File: config.mk
export PLATFORM = sky130hd
export DESIGN_NAME = adder_slice_sequencer
export DESIGN_NICKNAME = d
export VERILOG_FILES = /design/src/rtl/adder_slice_sequencer.sv
export SDC_FILE = /design/constraint.sdc
export NUM_CORES = 1
export LEC_CHECK = 0
export BUFFER_PORTS_ARGS = -buffer_cell sky130_fd_sc_hd__buf_2
export CORE_ASPECT_RATIO = 0.75
export CORE_UTILIZATION = 50
export DETAILED_ROUTE_END_ITERATION = 8
export PLACE_DENSITY_LB_ADDON = 0.25
export SYNTH_ARGS = -nofsm -noshare
export SYNTH_HDL_FRONTEND = slang
export SYNTH_SLANG_ARGS = --single-unit
File: constraint.sdc
create_clock -name clk -period 3.77 [get_ports clk]
set_input_delay 0.1885 -clock clk [delete_from_list [all_inputs] [get_ports clk]]
set_output_delay 0.1885 -clock clk [all_outputs]
set_load 0.05 [all_outputs]
File: src/rtl/adder_slice_sequencer.sv
// Multi-cycle WIDTH-bit add/subtract built from one shared 4-bit ripple slice, LS nibble first.
// Optional build macro OVERFLOW_FLAG_EN adds a registered signed-overflow flag on ovf.
module adder_slice_sequencer #(
    parameter int WIDTH = 16
) (
    input  logic             clk,
    input  logic             rst_n,
    input  logic             in_valid,
    output logic             in_ready,
    input  logic [WIDTH-1:0] a,
    input  logic [WIDTH-1:0] b,
    input  logic             sub,
    output logic             out_valid,
    input  logic             out_ready,
    output logic [WIDTH-1:0] result,
    output logic             cout,
    output logic             ovf
);

    localparam int NSLICE = WIDTH / 4;
    localparam int CNT_W  = (NSLICE > 1) ? $clog2(NSLICE) : 1;
    localparam logic [CNT_W-1:0] LAST_CNT = CNT_W'(NSLICE - 1);
    localparam logic [CNT_W-1:0] CNT_ONE  = CNT_W'(1'b1);

    generate
        if ((WIDTH < 4) || ((WIDTH % 4) != 0)) begin : g_bad_width
            $error("adder_slice_sequencer: WIDTH must be a positive multiple of 4");
        end
    endgenerate

    typedef enum logic [1:0] {
        IDLE    = 2'd0,
        COMPUTE = 2'd1,
        DONE    = 2'd2
    } state_t;

    state_t           state_r;
    state_t           state_s;
    logic [WIDTH-1:0] a_r;
    logic [WIDTH-1:0] b_r;
    logic [WIDTH-1:0] result_r;
    logic [CNT_W-1:0] cnt_r;
    logic             carry_r;
    logic             cout_r;
    logic             out_valid_r;
    logic             in_ready_r;
    logic             accept_s;
    logic             last_s;
    logic [3:0]       a_nib_s;
    logic [3:0]       b_nib_s;
    logic [4:0]       slice_s;

    // 4-bit ripple full-adder slice: returns {carry_out, sum}
    function automatic logic [4:0] slice_add(input logic [3:0] x, input logic [3:0] y,
                                             input logic ci);
        logic       c;
        logic [3:0] s;
        c = ci;
        for (int i = 0; i < 4; i++) begin
            s[i] = x[i] ^ y[i] ^ c;
            c    = (x[i] & y[i]) | (x[i] & c) | (y[i] & c);
        end
        return {c, s};
    endfunction

    assign accept_s = (state_r == IDLE) && in_valid && in_ready_r;
    assign last_s   = (state_r == COMPUTE) && (cnt_r == LAST_CNT);
    assign a_nib_s  = a_r[{cnt_r, 2'b00} +: 4];
    assign b_nib_s  = b_r[{cnt_r, 2'b00} +: 4];
    assign slice_s  = slice_add(a_nib_s, b_nib_s, carry_r);

    // Next-state logic for the accept / step / hand-off sequence
    always_comb begin
        state_s = state_r;
        case (state_r)
            IDLE: begin
                if (accept_s) begin
                    state_s = COMPUTE;
                end else begin
                    state_s = IDLE;
                end
            end
            COMPUTE: begin
                if (last_s) begin
                    state_s = DONE;
                end else begin
                    state_s = COMPUTE;
                end
            end
            DONE: begin
                if (out_ready) begin
                    state_s = IDLE;
                end else begin
                    state_s = DONE;
                end
            end
            default: begin
                state_s = IDLE;
            end
        endcase
    end

    // State register and registered handshake flags
    always_ff @(posedge clk or negedge rst_n) begin
        if (!rst_n) begin
            state_r     <= IDLE;
            in_ready_r  <= 1'b1;
            out_valid_r <= 1'b0;
        end else begin
            state_r     <= state_s;
            in_ready_r  <= (state_s == IDLE);
            out_valid_r <= (state_s == DONE);
        end
    end

    // Operand capture and per-nibble slice stepping
    always_ff @(posedge clk or negedge rst_n) begin
        if (!rst_n) begin
            a_r      <= {WIDTH{1'b0}};
            b_r      <= {WIDTH{1'b0}};
            result_r <= {WIDTH{1'b0}};
            cnt_r    <= {CNT_W{1'b0}};
            carry_r  <= 1'b0;
            cout_r   <= 1'b0;
        end else if (accept_s) begin
            // Subtract is A + ~B + 1: invert B here and seed the carry with sub
            a_r     <= a;
            b_r     <= b ^ {WIDTH{sub}};
            carry_r <= sub;
            cnt_r   <= {CNT_W{1'b0}};
        end else if (state_r == COMPUTE) begin
            result_r[{cnt_r, 2'b00} +: 4] <= slice_s[3:0];
            carry_r                       <= slice_s[4];
            if (last_s) begin
                cout_r <= slice_s[4];
            end else begin
                cnt_r <= cnt_r + CNT_ONE;
            end
        end else begin
            carry_r <= carry_r;
        end
    end

`ifdef OVERFLOW_FLAG_EN
    logic ovf_r;
    logic msb_cin_s;

    // On the last step the slice MSB is the word MSB, so its carry-in is recoverable from the sum
    assign msb_cin_s = a_nib_s[3] ^ b_nib_s[3] ^ slice_s[3];

    // Signed overflow flag: cleared on accept, captured on the final slice step
    always_ff @(posedge clk or negedge rst_n) begin
        if (!rst_n) begin
            ovf_r <= 1'b0;
        end else if (accept_s) begin
            ovf_r <= 1'b0;
        end else if (last_s) begin
            ovf_r <= msb_cin_s ^ slice_s[4];
        end else begin
            ovf_r <= ovf_r;
        end
    end

    assign ovf = ovf_r;
`else
    assign ovf = 1'b0;
`endif

    // in_ready must read low for the whole time reset is held
    assign in_ready  = in_ready_r & rst_n;
    assign out_valid = out_valid_r;
    assign result    = result_r;
    assign cout      = cout_r;

endmodule

==> metrics.txt <==
largest net degree at the start of global routing 58; vias in the first global route 1707; H-Tree Depth 2; RSZ-0062 raised after global routing false; Fmax achieved 360 MHz; GPL Wtd Cong 0.760; Final Hold Vio Count 11; critical path type reg2reg; Worst EP required 3.97 ns; share of post-route cells with drive strength above 1 34.9%; synthesized area per cell 13.1 µm²; first-pass GRT wire length 8.31 mm; final setup vio count 0; worst-margin pin slew 0.694 ns; grt total ovfl 0; asr flop ratio synth 100%; Clk pin slew, worst setup/hold paths 0.09 ns; Root Buffer clkbuf_8; sequential element share of the synthesized area 51.4%; Yosys top cell by area dfrtp_1; Sequential Area 1400 µm²; DP Wirelength 3.65 mm; FP Rows 22; Post-CTS Setup Bufs 0; Slew Viols, Final 0; Hold Buf Count CTS 0; Sink Count 56; worst skew pair latency 0.31 ns; Mapped Nets 255; core area 5060 µm²; Synth top area share 50.5%; P&R area growth vs syn 15.2%; chip height 66.0 µm; CP Capture Type register; die area 5760 µm²; status finished with violations; vias per cell 5.10; DR vias 1697; Min Hold Slack -0.00908 ns; WL final 4.92 mm; initial antenna violation count 0; Area contributors post-synth dfrtp_1, mux4_2, mux2_4; # resized after CTS 0; Cell variety after synth 37; Final Critical Period 2.78 ns; most frequent cells in the layout dfrtp_1, buf_2, nor2_1; synthesized area 2730 µm²; WP data arrival 2.98 ns; Leakage 1.48 nW; Antenna diodes 0; Worst slew margin 53.7%; Post-route DRC 0; port bufs 55; die width 87.3 µm; failing checks hold timing; CTS tree done; Synth Flop Type dfrtp_1; max-cap violations 0; # nets final 307; cells after synthesis 209; synth warn 0; I/O pin count 57; Worst Skew 0.00615 ns; Multi-input gate area 1180 µm²; Power Density 1000 nW/µm²; gr usage total 19.6%; crit-path max FO 12; EDFF count, synth 0; hold crit path type in2async; Peak VDD IR 0.393 mV; Pwr Total 3.15 mW; number of fill cells 454; crit path launch type register; setup TNS 0 ns; Num CTS Buffers 5; flops & latches, synth 56; Starting DRT DRC Count 45; Starting Density 53.9%; Tcrit/Tclk final 73.6%; clock buffer depth 2; WL per Instance 14.8 µm; antenna viol nets, final 0; TritonRoute pass-1 iters 4
-- layer usage --
metal | global-route usage [%] | vias up | wire, µm
met5 | 0 | - | 0
met4 | 7.38 | 0 | 76
met3 | 4.00 | 8 | 212
met2 | 30.4 | 42 | 2140
met1 | 27.2 | 815 | 2490
li1 | - | 832 | -
-- sequential cells by signal, summed over array words and instances (netlist names) --
name        count
b_r            16
cnt_r           2
result         16
cout            1
in_ready_r      1
a_r            16
state_r         2
out_valid       1
carry_r         1
-- critical path, cell delays in order (launching register included) --
cell	delay [ns]
dfrtp_1	0.62
mux4_2	0.30
fa_1	0.17
inv_1	0.05
fa_1	0.38
fa_1	0.37
inv_1	0.07
fa_1	0.47
a22o_1	0.23
-- synth_stat cells (all sizes together) (2+ instances only) --
| library cell | count |
|---|---|
| dfrtp | 55 |
| o41ai | 2 |
| inv | 10 |
| a21oi | 16 |
| mux4 | 8 |
| nand2b | 2 |
| nor3 | 2 |
| fa | 4 |
| nor2 | 19 |
| nand3b | 4 |
| a22o | 13 |
| buf | 11 |
| xnor2 | 16 |
| nand2 | 8 |
| mux2 | 18 |
| clkbuf | 2 |
| o21ai | 2 |
| ha | 5 |
-- path summary, 6_finish.rpt --
| check | cells after the start | from | to | slack (ns) |
|---|---|---|---|---|
| worst max-delay path | 8 | cnt_r[1] | result[15] | 0.99 |
| worst min-delay path | 2 | rst_n | a_r[5] | -0.009 |
| worst max register to register | 8 | cnt_r[1] | result[15] | 0.99 |
| worst min register to register | 2 | result[2] | result[2] | 0.48 |
| max in group asynchronous | 2 | rst_n | cnt_r[0] | 3.31 |
| min in group clk | 2 | a[11] | a_r[11] | 0.08 |
-- layout make-up --
cell class                 count  share of cell area, %
sequential                    56                   44.6
multi-input combinational    130                   37.7
inverter                      10                   1.19
tap                           72                   2.87
timing repair buffer          58                   9.48
clock inverter                 2                   1.91
clock buffer                   5                   2.19
-- power by group --
| part | internal [mW] | switching [mW] |
|---|---|---|
| Clock | 0.261 | 0.186 |
| Sequential | 0.884 | 0.213 |
| Combinational | 0.679 | 0.929 |
-- cells by family after synthesis --
logic type	Yosys count	share of synthesized area, %
AO/OA/AOI/OAI	35	8.67
XOR/XNOR	16	5.14
adder cells (fa/ha/maj)	9	5.23
buffers and inverters	23	5.69
flip-flops	56	51.4
multiplexers	27	15.8
other	1	0.137
AND/OR/NAND/NOR	42	7.94
-- stage by stage --
stage               setup WS (ns)  cells  util (%)  cell area, µm²
finish                      0.995    333      62.0            3140
global route                0.856    333      62.0            3140
CTS                         0.980    333      62.0            3140
detailed placement          0.993    326      59.5            3010
global placement             1.06    326      59.5            3010
floorplan                   0.902    209         -            2730
Note: power is estimated with default switching activity, not from simulation.
